<file path="src/rtl/adu_pkg.sv">
// Shared types and constants for the flag event queue.
package adu_pkg;

    typedef enum logic [1:0] {
        ST_IDLE = 2'd0,
        ST_REQ  = 2'd1,
        ST_HOLD = 2'd2
    } fsm_state_t;

    localparam int HOLDOFF_DEFAULT = 4;

endpackage

</file>
<file path="src/rtl/sat_updown_cnt.sv">
// Saturating up/down counter; simultaneous inc and dec leave the count unchanged.
module sat_updown_cnt #(
    parameter int W = 8
) (
    input  logic         clk,
    input  logic         rst_n,
    input  logic         inc,
    input  logic         dec,
    output logic [W-1:0] count,
    output logic         full
);

    logic [W-1:0] count_q, count_d;

    assign full  = &count_q;
    assign count = count_q;

    always_comb begin
        count_d = count_q;
        if (inc && !dec && !full) begin
            count_d = count_q + 1'b1;
        end else if (dec && !inc && (count_q != '0)) begin
            count_d = count_q - 1'b1;
        end
    end

    always_ff @(posedge clk or negedge rst_n) begin
        if (!rst_n) begin
            count_q <= '0;
        end else begin
            count_q <= count_d;
        end
    end

endmodule

</file>
<file path="src/rtl/flag_event_queue.sv">
// Queues single-cycle flags and hands them to a consumer one request at a time.
// Optional post-ack holdoff state is built when FLAG_EVENT_QUEUE_HOLDOFF_EN is defined.
module flag_event_queue
    import adu_pkg::*;
#(
    parameter int CNT_W   = 8,
    parameter int HOLDOFF = HOLDOFF_DEFAULT
) (
    input  logic             clk,
    input  logic             rst_n,
    input  logic             flag_in,
    input  logic             evt_ack,
    input  logic             clr_ovf,
    output logic             evt_req,
    output logic [CNT_W-1:0] pending,
    output logic             overflow,
    output logic [31:0]      total_cnt
);

    if (HOLDOFF < 1 || HOLDOFF > 255) begin : g_holdoff_range
        $error("flag_event_queue: HOLDOFF must be in 1..255");
    end

    fsm_state_t        state_q, state_d;
    logic              evt_req_q, evt_req_d;
    logic              overflow_q, overflow_d;
    logic [31:0]       total_q, total_d;
    logic [CNT_W-1:0]  pending_w;
    logic              full_w;
    logic              ack_ok;
    logic              accept;
    logic              drop;

    // An ack only counts while a request is outstanding, so pending cannot underflow.
    assign ack_ok = (state_q == ST_REQ) && evt_ack;
    assign accept = flag_in && (!full_w || ack_ok);
    assign drop   = flag_in && full_w && !ack_ok;

    sat_updown_cnt #(
        .W (CNT_W)
    ) u_pending (
        .clk   (clk),
        .rst_n (rst_n),
        .inc   (accept),
        .dec   (ack_ok),
        .count (pending_w),
        .full  (full_w)
    );

`ifdef FLAG_EVENT_QUEUE_HOLDOFF_EN
    localparam logic [7:0] HOLD_LOAD = 8'(HOLDOFF);

    logic [7:0] hold_q, hold_d;

    always_comb begin
        state_d = state_q;
        hold_d  = hold_q;
        case (state_q)
            ST_IDLE: begin
                if (pending_w != '0) state_d = ST_REQ;
            end
            ST_REQ: begin
                if (evt_ack) begin
                    state_d = ST_HOLD;
                    hold_d  = HOLD_LOAD;
                end
            end
            ST_HOLD: begin
                if (hold_q <= 8'd1) begin
                    state_d = ST_IDLE;
                    hold_d  = '0;
                end else begin
                    hold_d = hold_q - 8'd1;
                end
            end
            default: begin
                state_d = ST_IDLE;
                hold_d  = '0;
            end
        endcase
    end

    always_ff @(posedge clk or negedge rst_n) begin
        if (!rst_n) begin
            hold_q <= '0;
        end else begin
            hold_q <= hold_d;
        end
    end
`else
    always_comb begin
        state_d = state_q;
        case (state_q)
            ST_IDLE: begin
                if (pending_w != '0) state_d = ST_REQ;
            end
            ST_REQ: begin
                if (evt_ack) state_d = ST_IDLE;
            end
            default: state_d = ST_IDLE;
        endcase
    end
`endif

    always_comb begin
        evt_req_d = (state_d == ST_REQ);
        total_d   = total_q + 32'(accept);
        // A drop on the same edge as a clear keeps the flag set.
        if (drop) begin
            overflow_d = 1'b1;
        end else if (clr_ovf) begin
            overflow_d = 1'b0;
        end else begin
            overflow_d = overflow_q;
        end
    end

    always_ff @(posedge clk or negedge rst_n) begin
        if (!rst_n) begin
            state_q    <= ST_IDLE;
            evt_req_q  <= 1'b0;
            overflow_q <= 1'b0;
            total_q    <= '0;
        end else begin
            state_q    <= state_d;
            evt_req_q  <= evt_req_d;
            overflow_q <= overflow_d;
            total_q    <= total_d;
        end
    end

    assign evt_req   = evt_req_q;
    assign pending   = pending_w;
    assign overflow  = overflow_q;
    assign total_cnt = total_q;

endmodule

</file>
<file path="config.mk">
export PLATFORM = sky130hd
export DESIGN_NAME = flag_event_queue
export DESIGN_NICKNAME = d
export VERILOG_FILES = /design/src/rtl/adu_pkg.sv /design/src/rtl/sat_updown_cnt.sv /design/src/rtl/flag_event_queue.sv
export SDC_FILE = /design/constraint.sdc
export NUM_CORES = 1
export LEC_CHECK = 0
export ABC_CLOCK_PERIOD_IN_PS = 7300
export BUFFER_PORTS_ARGS = -buffer_cell sky130_fd_sc_hd__buf_2
export CAP_MARGIN = 20
export CORE_MARGIN = 2
export CORE_UTILIZATION = 55
export CTS_CLUSTER_DIAMETER = 50
export CTS_CLUSTER_SIZE = 30
export DETAILED_ROUTE_END_ITERATION = 16
export PLACE_DENSITY_LB_ADDON = 0.25
export SLEW_MARGIN = 40
export SYNTH_ARGS = -nofsm -noshare
export SYNTH_HDL_FRONTEND = slang
export SYNTH_HIERARCHICAL = 1
export SYNTH_SLANG_ARGS = --single-unit
</file>
<file path="constraint.sdc">
create_clock -name clk -period 7.3 [get_ports clk]
set_input_delay 1.46 -clock clk [delete_from_list [all_inputs] [get_ports clk]]
set_output_delay 1.46 -clock clk [all_outputs]
set_load 0.005 [all_outputs]
</file>
[Yosys cells after proc, flatten, opt, wreduce, memory -nomap -nowiden]
Cells that the tools add are included.
W data, S select, Z words.
Word-level totals
  register bits: 44
  input port bits: 5
  output and inout bits: 42
  word-level logic and storage cells: 34
Operators by class
  add/sub/neg operators: 3
  eq/ne operators: 2
  muxes and demuxes: 7
  reductions and logical operators: 17
Operator list (count)
  $add A32 B1 Y32: 1
  $mux W8: 2
  $add A8 B1 Y8 const B: 1
  $logic_and A1 B1 Y1: 8
  $reduce_and A8 Y1: 1
  $reduce_bool A8 Y1: 1
  $sub A8 B1 Y8 const B: 1
  $eq A2 B1 Y1 const B: 2
  $mux W2: 2
  $pmux W2 S2: 1
  $reduce_bool A2 Y1: 2
  $logic_not A1 Y1: 3
  $logic_not A2 Y1: 1
  $mux W1: 2
  $logic_or A1 B1 Y1: 1

[Longest topological paths before layout]
  depth in word-level cells: 9
  mapped depth: 12
  gate-level depth less buffers: 11

[Hierarchy]
The synthesis kept the hierarchy.
Modules (own cells, without submodules)
  flag_event_queue: times used 1, cells an instance 141, area each 1617.8 sq um, seq. area each 900.9 sq um
  sat_updown_cnt: times used 1, cells an instance 72, area each 734.5 sq um, seq. area each 200.2 sq um

[Worst setup path before layout]
Ideal clock, no wire load.
  kind: in2reg
  start point: in evt_ack
  end point: reg u_pending.count_q[7], in the netlist u_pending/count[7]
  setup time: 71 ps
  arrival: 3672 ps
  data required time: 7229 ps
  path slack: 3557 ps
  cell stages on the path: 10
  path buffers: 0
  cells stage by stage: nand2_1 > o21ai_0 > and2_1 > nor2b_1 > o21ai_4 > ha_1 > o21ai_0 > nor3_1 > or4_2 > nand4_1
On the way
  word-level cells in the longest chain between the ends: 7
  elaborated cells between the ends (all ways): 11
  those cells by class: mux (1); reduce/logical (10)
Ends and longest elaborated chain
  start, declared: RTL line flag_event_queue.sv:12  | input logic evt_ack,
  $logic_and A1 B1 Y1 (*): RTL line flag_event_queue.sv:35  | assign ack_ok = (state_q == ST_REQ) && evt_ack;
  $logic_or A1 B1 Y1 (*): RTL line flag_event_queue.sv:36  | assign accept = flag_in && (!full_w || ack_ok);
  $logic_and A1 B1 Y1 (*): RTL line flag_event_queue.sv:36
  net accept: RTL line flag_event_queue.sv:31  | logic accept;
  $logic_not A1 Y1: RTL line sat_updown_cnt.sv:22  | end else if (dec && !inc && (count_q != '0)) begin
  $logic_and A1 B1 Y1 (2 in a row): RTL line sat_updown_cnt.sv:22
  $reduce_bool A2 Y1 (no source line)
  end signal, assigned: RTL line sat_updown_cnt.sv:31  | count_q <= count_d;
  end, declared: RTL line sat_updown_cnt.sv:13  | logic [W-1:0] count_q, count_d;
Mark *: on every way through the listed nets, which the timed path passes. The rest lies on a longest branch.
A chain may end at the register's enable or synchronous reset.

[Final worst setup path]
Same ends and word-level chain as after synthesis.

==> impl_metrics.json <==
{
  "remaining_drc_errors": 0,
  "slew_headroom_pct": 63.73,
  "final_common_cell": "buf_2",
  "total_power_uw": 873.8,
  "tritoncts": "done",
  "dp_slack_ns": 3.253,
  "rsz0062_at_grt": "no",
  "holdBufCountCts": 0,
  "synth_area_um2": 2352,
  "fin_skew_ns": 0.004639,
  "cts_htree_levels": 2,
  "grt_pass1_wl_mm": 7.576,
  "reg2reg_slack_ns": 4.17,
  "pin_count": 47,
  "fillCellCount": 322,
  "grt_pass1_vias": 1654,
  "die_y_um": 69.40,
  "synth-seq-area-share_pct": 46.81,
  "cts_buffers": 5,
  "fin_crit_ns": 3.778,
  "drt-pass1-iter-count": 4,
  "wl_per_cell_um": 14.45,
  "port_buffers": 46,
  "track_usage_pct": 19.53,
  "place_congestion": 0.8052,
  "synth-main-ff-cell": "dfrtp_1",
  "final.setup.worst_slack_ns": 3.522,
  "area_growth_pct": 17.02,
  "async_reset_ff_share_pct": 100.0,
  "dieArea_um2": 4816,
  "crit_end": "u_pending/count[7]",
  "hpwl_mm": 3.302,
  "synth_edf_count": 0,
  "reg2reg_from": "u_pending/count[7]",
  "synth_seq_cells": 44,
  "hp-class": "flip-flop to flip-flop",
  "wl_mm": 4.522,
  "num_rows": 23,
  "drv_slew": 0,
  "final_layout_size_suffix_gt1_share_pct": 27.38,
  "syn_avg_cell_area_um2": 11.04,
  "overflow": 0,
  "initial_core_util_pct": 57.97,
  "p_leak_nw": 1.328,
  "arrival_ns": 4.01,
  "cts_setup_buffers": 0,
  "drv_cap": 0,
  "path_cells": "buf_2 -> nand2_1 -> o21ai_0 -> and2_1 -> nor2b_1 -> o21ai_4 -> ha_1 -> o21ai_0 -> nor3_1 -> or4_2 -> nand4_1",
  "nets": 277,
  "criticalPathCategory": "primary input to flip-flop",
  "worst_pin_slew_ns": 0.5440,
  "status": "finished, final reports clean",
  "clockBufferDepth": 2,
  "worst-path-max-fanout": 9,
  "setup_viol": 0,
  "ff2ff_path_depth": 11,
  "hold_violations": 0,
  "drtIter0Drc": 97,
  "core_area_um2": 4058,
  "reg2reg_to": "u_pending/count[7]",
  "ant_nets": 0,
  "ir_worst_vdd_v": 0.0002273,
  "antenna_cells": 0,
  "num_vias": 1739,
  "synth_cells": 213,
  "fmax_mhz": 264.7,
  "slowest_delay_ns": 0.62,
  "setup-tns-final_ns": 0,
  "yosys_warnings": 6,
  "critPathSlowestCell": "or4_2",
  "vias_per_cell": 5.556,
  "cts_sinks": 44,
  "crit_top_cell": "o21ai_0",
  "grt_start_max_net_pins": 45,
  "insertion_delay_ns": 0.30,
  "yosysUniqueCellTypes": 43,
  "clk_pin_slew_ns": 0.08,
  "start_kind": "primary input",
  "min_period_over_period_pct": 51.75,
  "antenna_found_initial": 0,
  "crit_start": "evt_ack",
  "crit_required_ns": 7.54,
  "cts_resized": 0,
  "p_per_area_nw_per_um2": 317.4,
  "die_w_um": 69.40,
  "endpoint_kind": "flip-flop",
  "root_buffer": "clkbuf_8",
  "syn-num-nets": 228,
  "mostFrequentLayoutCells": "buf_2 (45), dfrtp_1 (44), xnor2_1 (28)"
}
==> layout make-up <==
cell class | count | area [um2] | area share (%)
clock buffers | 6 | 82.58 | 3.000
well taps | 50 | 62.56 | 2.273
clock inverters | 2 | 38.79 | 1.409
multi-input cells | 160 | 1216 | 44.18
repair buffers | 46 | 232.7 | 8.455
flip-flops and latches | 44 | 1101 | 40.00
inverters | 5 | 18.77 | 0.6818
==> layer usage <==
metal | track usage [%] | up-vias | wire, um
li1 | - | 870 | -
met1 | 26.52 | 820 | 2194
met2 | 30.56 | 42 | 2080
met3 | 4.797 | 7 | 187
met4 | 6.972 | 0 | 59
met5 | 0 | - | 0
==> flip-flops by register name, summed over array words and instances, names as in the netlist <==
name	flops
evt_req	1
state_q	2
overflow	1
total_cnt	32
u_pending/count	8
==> power breakdown <==
| part | switching [mW] | internal [mW] |
|---|---|---|
| Sequential | 0.0727 | 0.288 |
| Clock | 0.0841 | 0.112 |
| Combinational | 0.150 | 0.167 |
==> cell usage after synthesis (2+ instances only) <==
cell type | instances | area [um2]
nor4_1 | 2 | 12.51
o21ai_0 | 6 | 30.03
nor3_1 | 3 | 15.01
nand4_1 | 20 | 125.1
xnor2_1 | 28 | 245.2
o211ai_1 | 3 | 22.52
or4b_2 | 2 | 20.02
and2_1 | 2 | 12.51
a21oi_1 | 4 | 20.02
clkbuf_1 | 3 | 11.26
and3_1 | 5 | 31.28
or4_1 | 3 | 22.52
ha_1 | 9 | 112.6
nand2_1 | 12 | 45.04
inv_1 | 5 | 18.77
nor3b_1 | 2 | 15.01
nor2_1 | 10 | 37.54
and4_1 | 3 | 26.28
nand3_1 | 12 | 60.06
nor2b_1 | 2 | 12.51
dfrtp_1 | 44 | 1101
mux2_4 | 6 | 90.09
xor2_1 | 6 | 52.55
a211oi_1 | 2 | 15.01
==> worst min path at each step <==
stage	end	slack (ns)	cells after the start	start
2_1_floorplan	evt_req	0.44	1	state_q[1]
3_3_place_gp	total_cnt[31]	0.45	1	total_cnt[31]
3_5_place_dp	total_cnt[31]	0.47	1	total_cnt[31]
4_1_cts	total_cnt[31]	0.48	1	total_cnt[31]
5_1_grt	total_cnt[31]	0.49	1	total_cnt[31]
6_report	total_cnt[31]	0.47	1	total_cnt[31]
==> per-stage QoR <==
step	util (%)	hold WS (ns)	instances	area, um2
3_5_place_dp	64.85	0.4690	305	2631
6_report	67.84	0.4742	313	2753
5_1_grt	67.84	0.4925	313	2753
2_1_floorplan	-	0.4430	213	2352
3_3_place_gp	64.79	0.4549	305	2629
4_1_cts	67.84	0.4820	313	2753
==> logic make-up after synthesis <==
group           after synthesis  synth area share [%]
other cells                   1                0.1594
xor+xnor                     34                 12.66
fa+ha+maj                    10                 5.638
flops                        44                 46.81
compound gates               22                 6.543
simple gates                 87                 22.87
buf+inv                       9                 1.489
mux                           6                 3.830
==> critical path: cells and delay by family <==
| kind | cells | cell delay, ns |
|---|---|---|
| and+or+nand+nor | 6 | 1.46 |
| AOI/OAI and AO/OA | 3 | 0.65 |
| adders and majority gates | 1 | 0.37 |
| buffers and inverters | 1 | 0.07 |
No activity file was read; power rests on OpenSTA's default activity.
